===== src/rtl/uart_pkg.sv =====
// -----------------------------------------------------------------------------
// uart_pkg
// Shared definitions for the UART receive and transmit paths:
//   - default clock / line-rate constants
//   - calc_div(): clocks per oversample tick (integer divide, truncating)
//   - uart_state_t: receiver FSM state encoding (also exported on a debug port)
// -----------------------------------------------------------------------------
package uart_pkg;

    localparam int CLK_FREQ_DEF  = 50_000_000;
    localparam int BAUD_RATE_DEF = 115200;
    localparam int OVERSAMPLE_DEF = 16;

    typedef enum logic [2:0] {
        IDLE  = 3'd0,
        START = 3'd1,
        DATA  = 3'd2,
        STOP  = 3'd3,
        BREAK = 3'd4
    } uart_state_t;

    // Clocks per oversample tick. Truncation makes the receiver run slightly
    // fast (defaults: 27 clocks, +0.47%), well inside the sampling margin.
    function automatic int calc_div(input int clk_freq, input int baud, input int os);
        return clk_freq / (baud * os);
    endfunction

endpackage


===== src/rtl/uart_rx_core_if.sv =====
// -----------------------------------------------------------------------------
// uart_rx_core_if
// Output side of the UART receiver.
//   rx_data      received byte, stable while rx_valid=1
//   rx_valid     byte available, held until accepted
//   rx_ready     consumer ready
//   rx_frame_err 1-cycle pulse, stop bit sampled low
//   rx_overrun   1-cycle pulse, byte completed while holding register full
//
// Handshake: a byte transfers on every rising clock edge where rx_valid and
// rx_ready are both 1. Once raised, rx_valid stays high and rx_data stays
// constant until that transfer happens; rx_ready may change freely and
// does not depend on rx_valid.
// -----------------------------------------------------------------------------
interface uart_rx_core_if;

    logic [7:0] rx_data;
    logic       rx_valid;
    logic       rx_ready;
    logic       rx_frame_err;
    logic       rx_overrun;

    // master: the receiver core
    modport master (
        output rx_data, rx_valid, rx_frame_err, rx_overrun,
        input  rx_ready
    );

    // slave: the consumer
    modport slave (
        input  rx_data, rx_valid, rx_frame_err, rx_overrun,
        output rx_ready
    );

endinterface


===== src/rtl/uart_baud_tick.sv =====
// -----------------------------------------------------------------------------
// uart_baud_tick
// Free-running divider producing a 1-cycle tick every DIV clocks.
//   clk      in   system clock
//   rst_n    in   async active-low reset
//   restart  in   synchronous restart: counter cleared, next tick DIV clocks later
//   tick     out  1-cycle pulse
// -----------------------------------------------------------------------------
module uart_baud_tick #(
    parameter int DIV = 27
) (
    input  logic clk,
    input  logic rst_n,
    input  logic restart,
    output logic tick
);

    localparam int CW = (DIV > 1) ? $clog2(DIV) : 1;

    logic [CW-1:0] cnt;

    assign tick = (cnt == CW'(DIV - 1));

    always_ff @(posedge clk or negedge rst_n) begin
        if (!rst_n) begin
            cnt <= '0;
        end else if (restart || tick) begin
            cnt <= '0;
        end else begin
            cnt <= cnt + 1'b1;
        end
    end

endmodule


===== src/rtl/uart_rx_core.sv =====
// -----------------------------------------------------------------------------
// uart_rx_core
// 8N1 UART receiver, LSB first, with a one-entry valid/ready output.
//   CLOCK_50   in   system clock
//   RESET_N    in   async active-low reset
//   UART_RXD   in   serial line, idle high, asynchronous to CLOCK_50
//   rx         if   output handshake + error pulses (uart_rx_core_if.master)
//   dbg_state  out  current FSM state
// Each bit is split into OVERSAMPLE ticks; the bit value is the majority of
// the synchronised line at ticks OS/2-1, OS/2 and OS/2+1, decided on OS/2+1.
// -----------------------------------------------------------------------------
module uart_rx_core
    import uart_pkg::*;
#(
    parameter int CLK_FREQ   = CLK_FREQ_DEF,
    parameter int BAUD_RATE  = BAUD_RATE_DEF,
    parameter int OVERSAMPLE = OVERSAMPLE_DEF
) (
    input  logic                  CLOCK_50,
    input  logic                  RESET_N,
    input  logic                  UART_RXD,
    uart_rx_core_if.master        rx,
    output uart_state_t           dbg_state
);

    localparam int DIV = calc_div(CLK_FREQ, BAUD_RATE, OVERSAMPLE);
    localparam int TW  = $clog2(OVERSAMPLE);

    localparam logic [TW-1:0] T_S0  = TW'(OVERSAMPLE / 2 - 1);
    localparam logic [TW-1:0] T_S1  = TW'(OVERSAMPLE / 2);
    localparam logic [TW-1:0] T_DEC = TW'(OVERSAMPLE / 2 + 1);
    localparam logic [TW-1:0] T_END = TW'(OVERSAMPLE - 1);

    uart_state_t   state, next_state;
    logic          sync1, rxd_s;
    logic          tick, restart;
    logic [TW-1:0] tick_idx;
    logic [2:0]    bit_idx;
    logic          smp0, smp1, maj;
    logic [7:0]    shreg;
    logic          tick_dec, tick_end;
    logic          byte_done, frame_err_set;

    logic [7:0]    data_q;
    logic          valid_q, frame_err_q, overrun_q;

    assign rx.rx_data      = data_q;
    assign rx.rx_valid     = valid_q;
    assign rx.rx_frame_err = frame_err_q;
    assign rx.rx_overrun   = overrun_q;
    assign dbg_state       = state;

    // Two-flop synchroniser; flops reset to the idle (high) line level.
    always_ff @(posedge CLOCK_50 or negedge RESET_N) begin
        if (!RESET_N) begin
            sync1 <= 1'b1;
            rxd_s <= 1'b1;
        end else begin
            sync1 <= UART_RXD;
            rxd_s <= sync1;
        end
    end

    // Divider phase is aligned to the start edge; in BREAK it is held while
    // the line is low so the high-time measurement starts on the rising edge.
    assign restart = ((state == IDLE) || (state == BREAK)) && !rxd_s;

    uart_baud_tick #(.DIV(DIV)) u_tick (
        .clk     (CLOCK_50),
        .rst_n   (RESET_N),
        .restart (restart),
        .tick    (tick)
    );

    assign tick_dec = tick && (tick_idx == T_DEC);
    assign tick_end = tick && (tick_idx == T_END);
    assign maj      = (smp0 & smp1) | (smp0 & rxd_s) | (smp1 & rxd_s);

    always_ff @(posedge CLOCK_50 or negedge RESET_N) begin
        if (!RESET_N) begin
            state <= IDLE;
        end else begin
            state <= next_state;
        end
    end

    always_comb begin
        next_state    = state;
        byte_done     = 1'b0;
        frame_err_set = 1'b0;
        case (state)
            IDLE: begin
                if (!rxd_s) next_state = START;
            end
            START: begin
                if (tick_dec && maj) next_state = IDLE;   // glitch, not a start bit
                else if (tick_end)   next_state = DATA;
            end
            DATA: begin
                if (tick_end && (bit_idx == 3'd7)) next_state = STOP;
            end
            STOP: begin
                // Leave at mid stop bit so a fast sender's next start edge is seen.
                if (tick_dec) begin
                    if (maj) begin
                        byte_done  = 1'b1;
                        next_state = IDLE;
                    end else begin
                        frame_err_set = 1'b1;
                        next_state    = BREAK;
                    end
                end
            end
            BREAK: begin
                // tick_idx is cleared while low, so this is a full high bit time.
                if (tick_end && rxd_s) next_state = IDLE;
            end
            default: next_state = IDLE;
        endcase
    end

    // Bit timing, sampling and shift register.
    always_ff @(posedge CLOCK_50 or negedge RESET_N) begin
        if (!RESET_N) begin
            tick_idx <= '0;
            bit_idx  <= '0;
            smp0     <= 1'b1;
            smp1     <= 1'b1;
            shreg    <= '0;
        end else begin
            if ((next_state != state) || (state == IDLE) ||
                ((state == BREAK) && !rxd_s)) begin
                tick_idx <= '0;
            end else if (tick) begin
                tick_idx <= (tick_idx == T_END) ? '0 : tick_idx + 1'b1;
            end

            if (tick && (tick_idx == T_S0)) smp0 <= rxd_s;
            if (tick && (tick_idx == T_S1)) smp1 <= rxd_s;

            if (state == START) begin
                bit_idx <= '0;
            end else if ((state == DATA) && tick_end) begin
                bit_idx <= bit_idx + 1'b1;
            end

            if ((state == DATA) && tick_dec) begin
                shreg <= {maj, shreg[7:1]};
            end
        end
    end

    // Output holding register. A byte completing in the same cycle as an
    // accept replaces the old one; otherwise a full register drops it.
    always_ff @(posedge CLOCK_50 or negedge RESET_N) begin
        if (!RESET_N) begin
            data_q      <= 8'h00;
            valid_q     <= 1'b0;
            frame_err_q <= 1'b0;
            overrun_q   <= 1'b0;
        end else begin
            frame_err_q <= frame_err_set;
            overrun_q   <= byte_done && valid_q && !rx.rx_ready;
            if (byte_done && (!valid_q || rx.rx_ready)) begin
                data_q  <= shreg;
                valid_q <= 1'b1;
            end else if (valid_q && rx.rx_ready) begin
                valid_q <= 1'b0;
            end
        end
    end

endmodule

===== src/flat_wrapper.sv =====
// flat-port wrapper written by rule: the top's interface ports become plain ports
module uart_rx_core_flat import uart_pkg::*;
#(
    parameter int CLK_FREQ   = CLK_FREQ_DEF,
    parameter int BAUD_RATE  = BAUD_RATE_DEF,
    parameter int OVERSAMPLE = OVERSAMPLE_DEF
)
  (CLOCK_50, RESET_N, UART_RXD, dbg_state, rx_rx_data, rx_rx_valid, rx_rx_frame_err, rx_rx_overrun, rx_rx_ready);
  uart_rx_core_if rx_i ();
  input  logic CLOCK_50;
  input  logic RESET_N;
  input  logic UART_RXD;
  output uart_state_t dbg_state;
  output wire logic [$bits(rx_i.rx_data)-1:0] rx_rx_data;
  output wire logic [$bits(rx_i.rx_valid)-1:0] rx_rx_valid;
  output wire logic [$bits(rx_i.rx_frame_err)-1:0] rx_rx_frame_err;
  output wire logic [$bits(rx_i.rx_overrun)-1:0] rx_rx_overrun;
  input wire logic [$bits(rx_i.rx_ready)-1:0] rx_rx_ready;
  assign rx_rx_data = rx_i.rx_data;
  assign rx_rx_valid = rx_i.rx_valid;
  assign rx_rx_frame_err = rx_i.rx_frame_err;
  assign rx_rx_overrun = rx_i.rx_overrun;
  assign rx_i.rx_ready = rx_rx_ready;
  uart_rx_core #(.CLK_FREQ(CLK_FREQ), .BAUD_RATE(BAUD_RATE), .OVERSAMPLE(OVERSAMPLE)) u_core (.CLOCK_50(CLOCK_50), .RESET_N(RESET_N), .UART_RXD(UART_RXD), .rx(rx_i), .dbg_state(dbg_state));
endmodule

===== config.mk =====
export PLATFORM = sky130hd
export DESIGN_NAME = uart_rx_core_flat
export DESIGN_NICKNAME = d
export VERILOG_FILES = /design/src/rtl/uart_pkg.sv /design/src/rtl/uart_rx_core_if.sv /design/src/rtl/uart_baud_tick.sv /design/src/rtl/uart_rx_core.sv /design/src/flat_wrapper.sv
export SDC_FILE = /design/constraint.sdc
export NUM_CORES = 1
export LEC_CHECK = 0
export CAP_MARGIN = 20
export CELL_PAD_IN_SITES_DETAIL_PLACEMENT = 0
export CELL_PAD_IN_SITES_GLOBAL_PLACEMENT = 1
export CORE_ASPECT_RATIO = 1.5
export CORE_UTILIZATION = 30
export CTS_CLUSTER_DIAMETER = 50
export DETAILED_ROUTE_END_ITERATION = 10
export MAX_ROUTING_LAYER = met4
export PLACE_DENSITY_LB_ADDON = 0.15
export SYNTH_ARGS = -nofsm -noshare
export SYNTH_HDL_FRONTEND = slang
export SYNTH_SLANG_ARGS = --single-unit

===== constraint.sdc =====
create_clock -name CLOCK_50 -period 4.84 [get_ports CLOCK_50]
set_input_delay 1.21 -clock CLOCK_50 [delete_from_list [all_inputs] [get_ports CLOCK_50]]
set_output_delay 1.21 -clock CLOCK_50 [all_outputs]
set_load 0.05 [all_outputs]

# [After elaboration in Yosys (flattened, before gate mapping)]
# Index checks and enable logic that the tools add are counted.
[op_classes] n_bitwise=5 mux=22 addsub=3 eq_ne=11 reduce_logical=27
[op_table] cell="two-way mux 3 bit" count=9
[op_table] cell="logical AND 1 bit" count=15
[op_table] cell="one-hot mux 3 bit (5 select lines)" count=1
[op_table] cell="equality test 4 bit (second input constant)" count=3
[op_table] cell="two-way mux 4 bit" count=3
[op_table] cell="two-way mux 1 bit" count=8
[op_table] cell="equality test 3 x 2 -> 1 bit (second input constant)" count=2
[op_table] cell="equality test 3 bit (second input constant)" count=2
[op_table] cell="nonzero test 2 bit" count=3
[op_table] cell="adder 5 x 1 -> 5 bit (second input constant)" count=1
[op_table] cell="equality test 5 bit (second input constant)" count=1
[op_table] cell="logical OR 1 bit" count=5
[op_table] cell="two-way mux 5 bit" count=1
[op_table] cell="adder 4 x 1 -> 4 bit (second input constant)" count=1
[op_table] cell="equality test 4 x 3 -> 1 bit (second input constant)" count=1
[op_table] cell="adder 3 x 1 -> 3 bit (second input constant)" count=1
[op_table] cell="bitwise AND 1 bit" count=3
[op_table] cell="equality test 3 x 1 -> 1 bit (second input constant)" count=1
[op_table] cell="zero test 1 bit" count=3
[op_table] cell="zero test 3 bit" count=1
[op_table] cell="!= test 3 bit" count=1
[op_table] cell="bitwise OR 1 bit" count=2
[word_totals] reg_bits=38 output_inout_bits=14 word_cells=81 input_bits=4

# [Longest topological paths before layout]
# Gate-level depths: netlist of run 1.
[logic_depth] ltp_word=10 mapped_depth=8 depth_no_buf=7

# [Modules after synthesis]
# From an unflattened synthesis of run 1, not the netlist that was laid out.
[unflattened] cells_unflattened=149 hier_area_um2=1898.1
[by_module_without_submodules] module="uart_rx_core" area_per_inst_um2=1614.0 cells_each=127 seq_area_each_um2=830.8 instances=1
[by_module_without_submodules] module="uart_baud_tick" area_per_inst_um2=284.0 cells_each=22 seq_area_each_um2=125.1 instances=1

# [Worst setup path before layout of run 1]
# OpenSTA, ideal clock, no wires.
[synth_path] kind="in2reg" startpoint="input port rx_rx_ready" endpoint="register u_core.data_q[0] (netlist: u_core.rx.rx_data[0])" path_buffers=1 setup_ps=125 path_slack_ps=2758 arrival_ps=1957 cell_stages=4 required_time_ps=4715 cell_sequence="nand2b_1 -> and3_1 -> buf_4 -> mux2_2"
[synth_between] elab_chain_cells=2
[synth_lines] element="start: declaration" line="flat_wrapper.sv:18" rtl="input wire logic [$bits(rx_i.rx_ready)-1:0] rx_rx_ready;"
[synth_lines] element="logical OR 1 bit" line="uart_rx_core.sv:164" rtl="if (byte_done && (!valid_q || rx.rx_ready)) begin"
[synth_lines] element="logical AND 1 bit" line="uart_rx_core.sv:164"
[synth_lines] element="end signal: assignment" line="uart_rx_core.sv:165" rtl="data_q <= shreg;"
[synth_lines] element="end: declaration" line="uart_rx_core.sv:44" rtl="logic [7:0] data_q;"
# Every way passes these cells.
# A chain may end at the register's enable or synchronous reset.

# [Worst setup path after layout of run 1]
[layout_path] startpoint="register u_core.state[1] (netlist: u_core.dbg_state[1])" endpoint="output port dbg_state[1]"
[layout_rtl] element="start: declaration" line="uart_rx_core.sv:34" rtl="uart_state_t state, next_state;"
[layout_rtl] element="start signal: assignment" line="uart_rx_core.sv:83" rtl="state <= next_state;"
[layout_rtl] element="end: declaration" line="flat_wrapper.sv:13" rtl="output uart_state_t dbg_state;"
# No word-level cell between the ends.

==> metrics.txt, run 1 <==
status finished clean; VDD IR max 184 uV; synth unique cells 41; die height 97.0 um; Post-DP HPWL 2.36 mm; Pwr Density 300 nW/um^2; post-placement cell area 2030 um^2; ys flop type dfrtp_1; routed length per instance 13.5 um; Max Clk Rate 342 MHz; Finished Core Util 37.5%; Int Pwr 527 uW; Die Area 6340 um^2; Worst path slowest cell clkdlybuf4s50_1; worst slew pin tran 0.852 ns; Via density 4.72; Detailed Routing Iterations Pass 1 4; Worst path max stage delay 0.87 ns; initial antenna violation count 0; final setup vio count 0; largest net degree at the start of global routing 39; post-route ant nets 0; Logic pwr share 1.2%; Crit. End Element output port; Core Box Area 5790 um^2; sw frac 19.0%; Area Growth Syn to Fin 20.1%; total gr overflow 0; period utilization 60.4%; clk sinks 38; Placer Congestion 0.742; Worst Skew 0.00551 ns; Detailed Route Iter0 Violations 49; Min-Delay Startpoint u_core.sync1; R2R setup slack 2.68 ns; Seq pwr share 49.1%; startpoint class of the critical path register; Clk Latency, worst-skew pair 0.29 ns; Worst Path Arrival 1.71 ns; GRT Total Usage 12.8%; Hold Path Class reg2reg; cts bufs inserted 5; first-pass GRT wire length 6.02 mm; commonest non-fill, non-tap cell in the layout dfrtp_1; Final WS setup 1.92 ns; worst hold stages 0; WP buf/inv 1; clock buffer depth 2; final hold violation count 0; Vias 1165; CP max FO 11; FF+latch count, synth 38; post-place setup slack 2.13 ns; total I/O pin count 18; terminus of the critical flop-to-flop path u_core.rx.rx_data[4]; cts hold-fix bufs 0; Seq/Total Area, Yosys 52.9%; TritonCTS clock tree built; antenna diode count 0; syn_nets 166; switching power total 124 uW; syn avg cell area 11.7 um^2; Post-Syn Instances 155; R2R depth 7; RSZ-0062 raised after global routing false; Slew HR 43.2%; Largest delay share family, worst path buffers and inverters; starting density of the core 31.2%; DR DRC count 0; port bufs 17; Post-Synthesis Cell Area 1810 um^2; Data required, critical path 3.63 ns; Cell Rows 34; critical path type reg2out; nets 185; Final min period 2.92 ns; post-CTS setup buffers 0; static leakage 0.000974 uW; Max Transition Viols Final 0; YS warnings 0; Resized cells post-CTS 0; CTS root buf clkbuf_8; Reg clk slew, reported paths 0.08 ns; max cap viols 0; share of layout cells above drive strength 1 22.3%; htree depth 2; die width 65.4 um; setup TNS 0 ns; clock power share 49.7%; crit-path cells clkdlybuf4s50_1; WHS Endpoint u_core.rxd_s; number of global-route vias before repair 1248; share of flip-flops with an asynchronous set or reset 100%; final WL 3.34 mm; most frequent cells in the layout dfrtp_1, mux2_2, clkdlybuf4s50_1, nor2_1, nand2_1; fin area 2170 um^2; R2R Path Start u_core.tick_idx[1]; Post-synth EDFFs 0
## flip-flops by register name, indices dropped and copies added (netlist names)
signal and cells:
u_core.rx.rx_frame_err 1, u_core.rxd_s 1, u_core.smp1 1, u_core.rx.rx_data 8, u_core.tick_idx 4, u_core.u_tick.cnt 5
u_core.sync1 1, u_core.smp0 1, u_core.shreg 8, u_core.bit_idx 3, u_core.rx.rx_overrun 1, u_core.dbg_state 3
u_core.rx.rx_valid 1
## metrics by stage
step	hold slack, ns	power (uW)	instances
CTS	0.363	663	247
floorplan	0.345	326	155
global route	0.371	676	247
finish	0.362	651	247
global placement	0.351	334	239
detailed placement	0.352	335	239
## per-layer routing
layer / wire [um] / track usage (%) / part of all wire [%]
met3: 84 / 3.18 / 2.5
met4: 41 / 5.02 / 1.2
met5: 0 / - / 0
met1: 1510 / 15.3 / 45
met2: 1710 / 20.4 / 51
## cell usage after synthesis (3+ instances only)
library cell / instances / area [um^2]
nand2_1: 12 / 45.0
xor2_1: 3 / 26.3
o21ai_0: 3 / 15.0
nand3b_1: 3 / 22.5
a21oi_1: 3 / 15.0
inv_1: 5 / 18.8
buf_4: 3 / 22.5
dfstp_2: 4 / 105
nand3_1: 5 / 25.0
nor3_1: 7 / 35.0
dfrtp_1: 34 / 851
ha_1: 7 / 87.6
mux2_2: 18 / 203
nor2_1: 15 / 56.3
## how the worst max path moves through the flow
stage / start / endpoint / slack, ns / depth (start not counted)
2_1_floorplan: rx_rx_ready / u_core.rx.rx_data[0] / 2.76 / 4
3_3_place_gp: rx_rx_ready / u_core.rx.rx_data[2] / 2.15 / 4
3_5_place_dp: rx_rx_ready / u_core.rx.rx_data[5] / 2.13 / 4
4_1_cts: u_core.dbg_state[1] / dbg_state[1] / 1.90 / 1
5_1_grt: u_core.dbg_state[1] / dbg_state[1] / 1.85 / 1
6_report: u_core.dbg_state[1] / dbg_state[1] / 1.92 / 1
## cell families (layout without fill, tap and decap cells)
| logic type | Yosys count | in the layout | synth area share, % |
|---|---|---|---|
| compound gates | 14 | 14 | 5.33 |
| xor+xnor | 5 | 5 | 2.42 |
| fa+ha+maj | 8 | 8 | 5.40 |
| buf+inv | 11 | 31 | 3.12 |
| flops | 38 | 38 | 52.9 |
| mux | 20 | 20 | 12.3 |
| simple gates | 59 | 59 | 18.5 |
## final cells by class
cell class                      instances  area, um^2
Fill cell                             585        3620
Clock buffer                            5        68.8
Clock inverter                          3        68.8
Multi-Input combinational cell        106         795
Tap cell                               72        90.1
Sequential cell                        38         956
Inverter                                5        18.8
Timing Repair Buffer                   18         173
## power groups by stage
stage | clock network, uW | logic (uW) | registers (uW)
2_1_floorplan | 0 | 0.267 | 326
6_report | 323 | 8.05 | 320
4_1_cts | 335 | 8.88 | 320
5_1_grt | 346 | 9.75 | 320
3_3_place_gp | 0 | 8.47 | 326
3_5_place_dp | 0 | 8.78 | 326
No activity file was read; power rests on OpenSTA's default activity.
==> run 2: changes to the inputs <==
==> constraint.sdc (replaced) <==
create_clock -name CLOCK_50 -period 2.9 [get_ports CLOCK_50]
set_input_delay 0.725 -clock CLOCK_50 [delete_from_list [all_inputs] [get_ports CLOCK_50]]
set_output_delay 0.725 -clock CLOCK_50 [all_outputs]
set_load 0.05 [all_outputs]
==> run 2 against run 1 <==
Against the previous run:
- clock-buffer cell count increased by 1
- clock skew is essentially flat
- sequential share of layout area up 0.88 points
- first-iteration DRC count shrank 53%
- register-to-register slack got worse by 2.0 ns
- power grew 43%
- critical path depth is the same
- global-route usage up 0.56 points
- flip-flop and latch count unchanged
- final cell count unchanged
==> metrics.txt, run 2 (synthesized netlist as in run 1, its figures left out) <==
status finished clean; R2R depth 7; share of layout cells above drive strength 1 22.3%; initial antenna violation count 0; clock buffer depth 2; WP buf/inv 1; post-CTS setup buffers 0; Clk Latency, worst-skew pair 0.29 ns; crit path from u_core.dbg_state[2]; clk sinks 38; GRT Total Usage 13.4%; Max Transition Viols Final 0; Detailed Route Iter0 Violations 23; Crit. End Element output port; Hold Path Class reg2reg; total I/O pin count 18; Via density 4.86; Worst path slowest cell clkdlybuf4s50_1; RSZ-0062 raised after global routing false; die width 65.4 um; Resized cells post-CTS 0; port bufs 17; Area Growth Syn to Fin 17.7%; DR DRC count 0; Detailed Routing Iterations Pass 1 4; VDD IR max 202 uV; cts bufs inserted 5; Pwr Total 929 uW; max cap viols 0; setup TNS 0 ns; Slew HR 42.5%; routed length per instance 14.1 um; final hold violation count 0; commonest non-fill, non-tap cell in the layout dfrtp_1; CTS root buf clkbuf_8; Core Box Area 5790 um^2; nets 185; final setup vio count 0; Placer Congestion 0.775; first-pass GRT wire length 6.24 mm; Max Clk Rate 410 MHz; Worst Skew 0.00512 ns; critical path type reg2out; CP max FO 11; period utilization 84.2%; total gr overflow 0; Die Area 6340 um^2; most frequent cells in the layout dfrtp_1, mux2_2, clkdlybuf4s50_1, nor2_1, nand2_1; largest net degree at the start of global routing 39; worst slew pin tran 0.862 ns; TritonCTS clock tree built; Worst setup endpoint dbg_state[2]; htree depth 2; Reg clk slew, reported paths 0.07 ns; Vias 1201; static leakage 0.000953 uW; Finished Core Util 36.8%; R2R Path Start u_core.tick_idx[1]; post-route ant nets 0; cts hold-fix bufs 0; number of global-route vias before repair 1262; Worst path max stage delay 0.87 ns; Data required, critical path 2.17 ns; Worst Path Arrival 1.72 ns; Final min period 2.44 ns; startpoint class of the critical path register; starting density of the core 31.2%; crit-path cells clkdlybuf4s50_1; terminus of the critical flop-to-flop path u_core.rx.rx_data[1]; antenna diode count 0; Post-DP HPWL 2.46 mm; die height 97.0 um; Cell Rows 34; final WL 3.49 mm; R2R setup slack 0.72 ns; Largest delay share family, worst path buffers and inverters; Worst path depth 1; Pwr Density 437 nW/um^2
-- run 2: cell types whose count changed in the layout (fill, tap and decap cells not counted) --
cell / before / now
clkinvlp_4: 0 / 1
bufinv_16: 2 / 0
clkinv_2: 0 / 1
clkbuf_8: 5 / 6
clkinv_4: 1 / 0
-- run 2: power by group --
| group | internal, uW | switching, uW |
|---|---|---|
| clock | 191 | 190 |
| sequential | 532 | 1.36 |
| combinational | 3.23 | 10.4 |
-- run 2: worst min path at each step --
stage,start,end,cells past startpoint
2_1_floorplan,u_core.sync1,u_core.rxd_s,0
3_3_place_gp,u_core.sync1,u_core.rxd_s,0
3_5_place_dp,u_core.sync1,u_core.rxd_s,0
4_1_cts,u_core.sync1,u_core.rxd_s,0
5_1_grt,u_core.sync1,u_core.rxd_s,0
6_report,u_core.sync1,u_core.rxd_s,0
-- run 2: layout make-up --
type | count | area, um^2
multi-input combinational | 106 | 795
timing repair buffer | 18 | 173
sequential | 38 | 956
tap | 72 | 90.1
clock inverter | 2 | 12.5
clock buffer | 6 | 82.6
inverter | 5 | 18.8
fill | 601 | 3660
-- run 2: per-layer routing --
metal | track usage, % | vias to the layer above | wire length, um
li1 | - | 577 | -
met5 | - | - | 0
met4 | 6.52 | 0 | 99
met3 | 3.54 | 9 | 96
met1 | 15.4 | 597 | 1530
met2 | 21.1 | 18 | 1760
-- run 2: stage by stage --
step                area [um^2]  hold WS (ns)  setup WS, ns  std cells
floorplan                  1810         0.345         0.988        155
global placement           2030         0.349         0.694        239
detailed placement         2030         0.348         0.672        239
CTS                        2130         0.359         0.428        247
global route               2130         0.362         0.395        247
finish                     2130         0.358         0.459        247
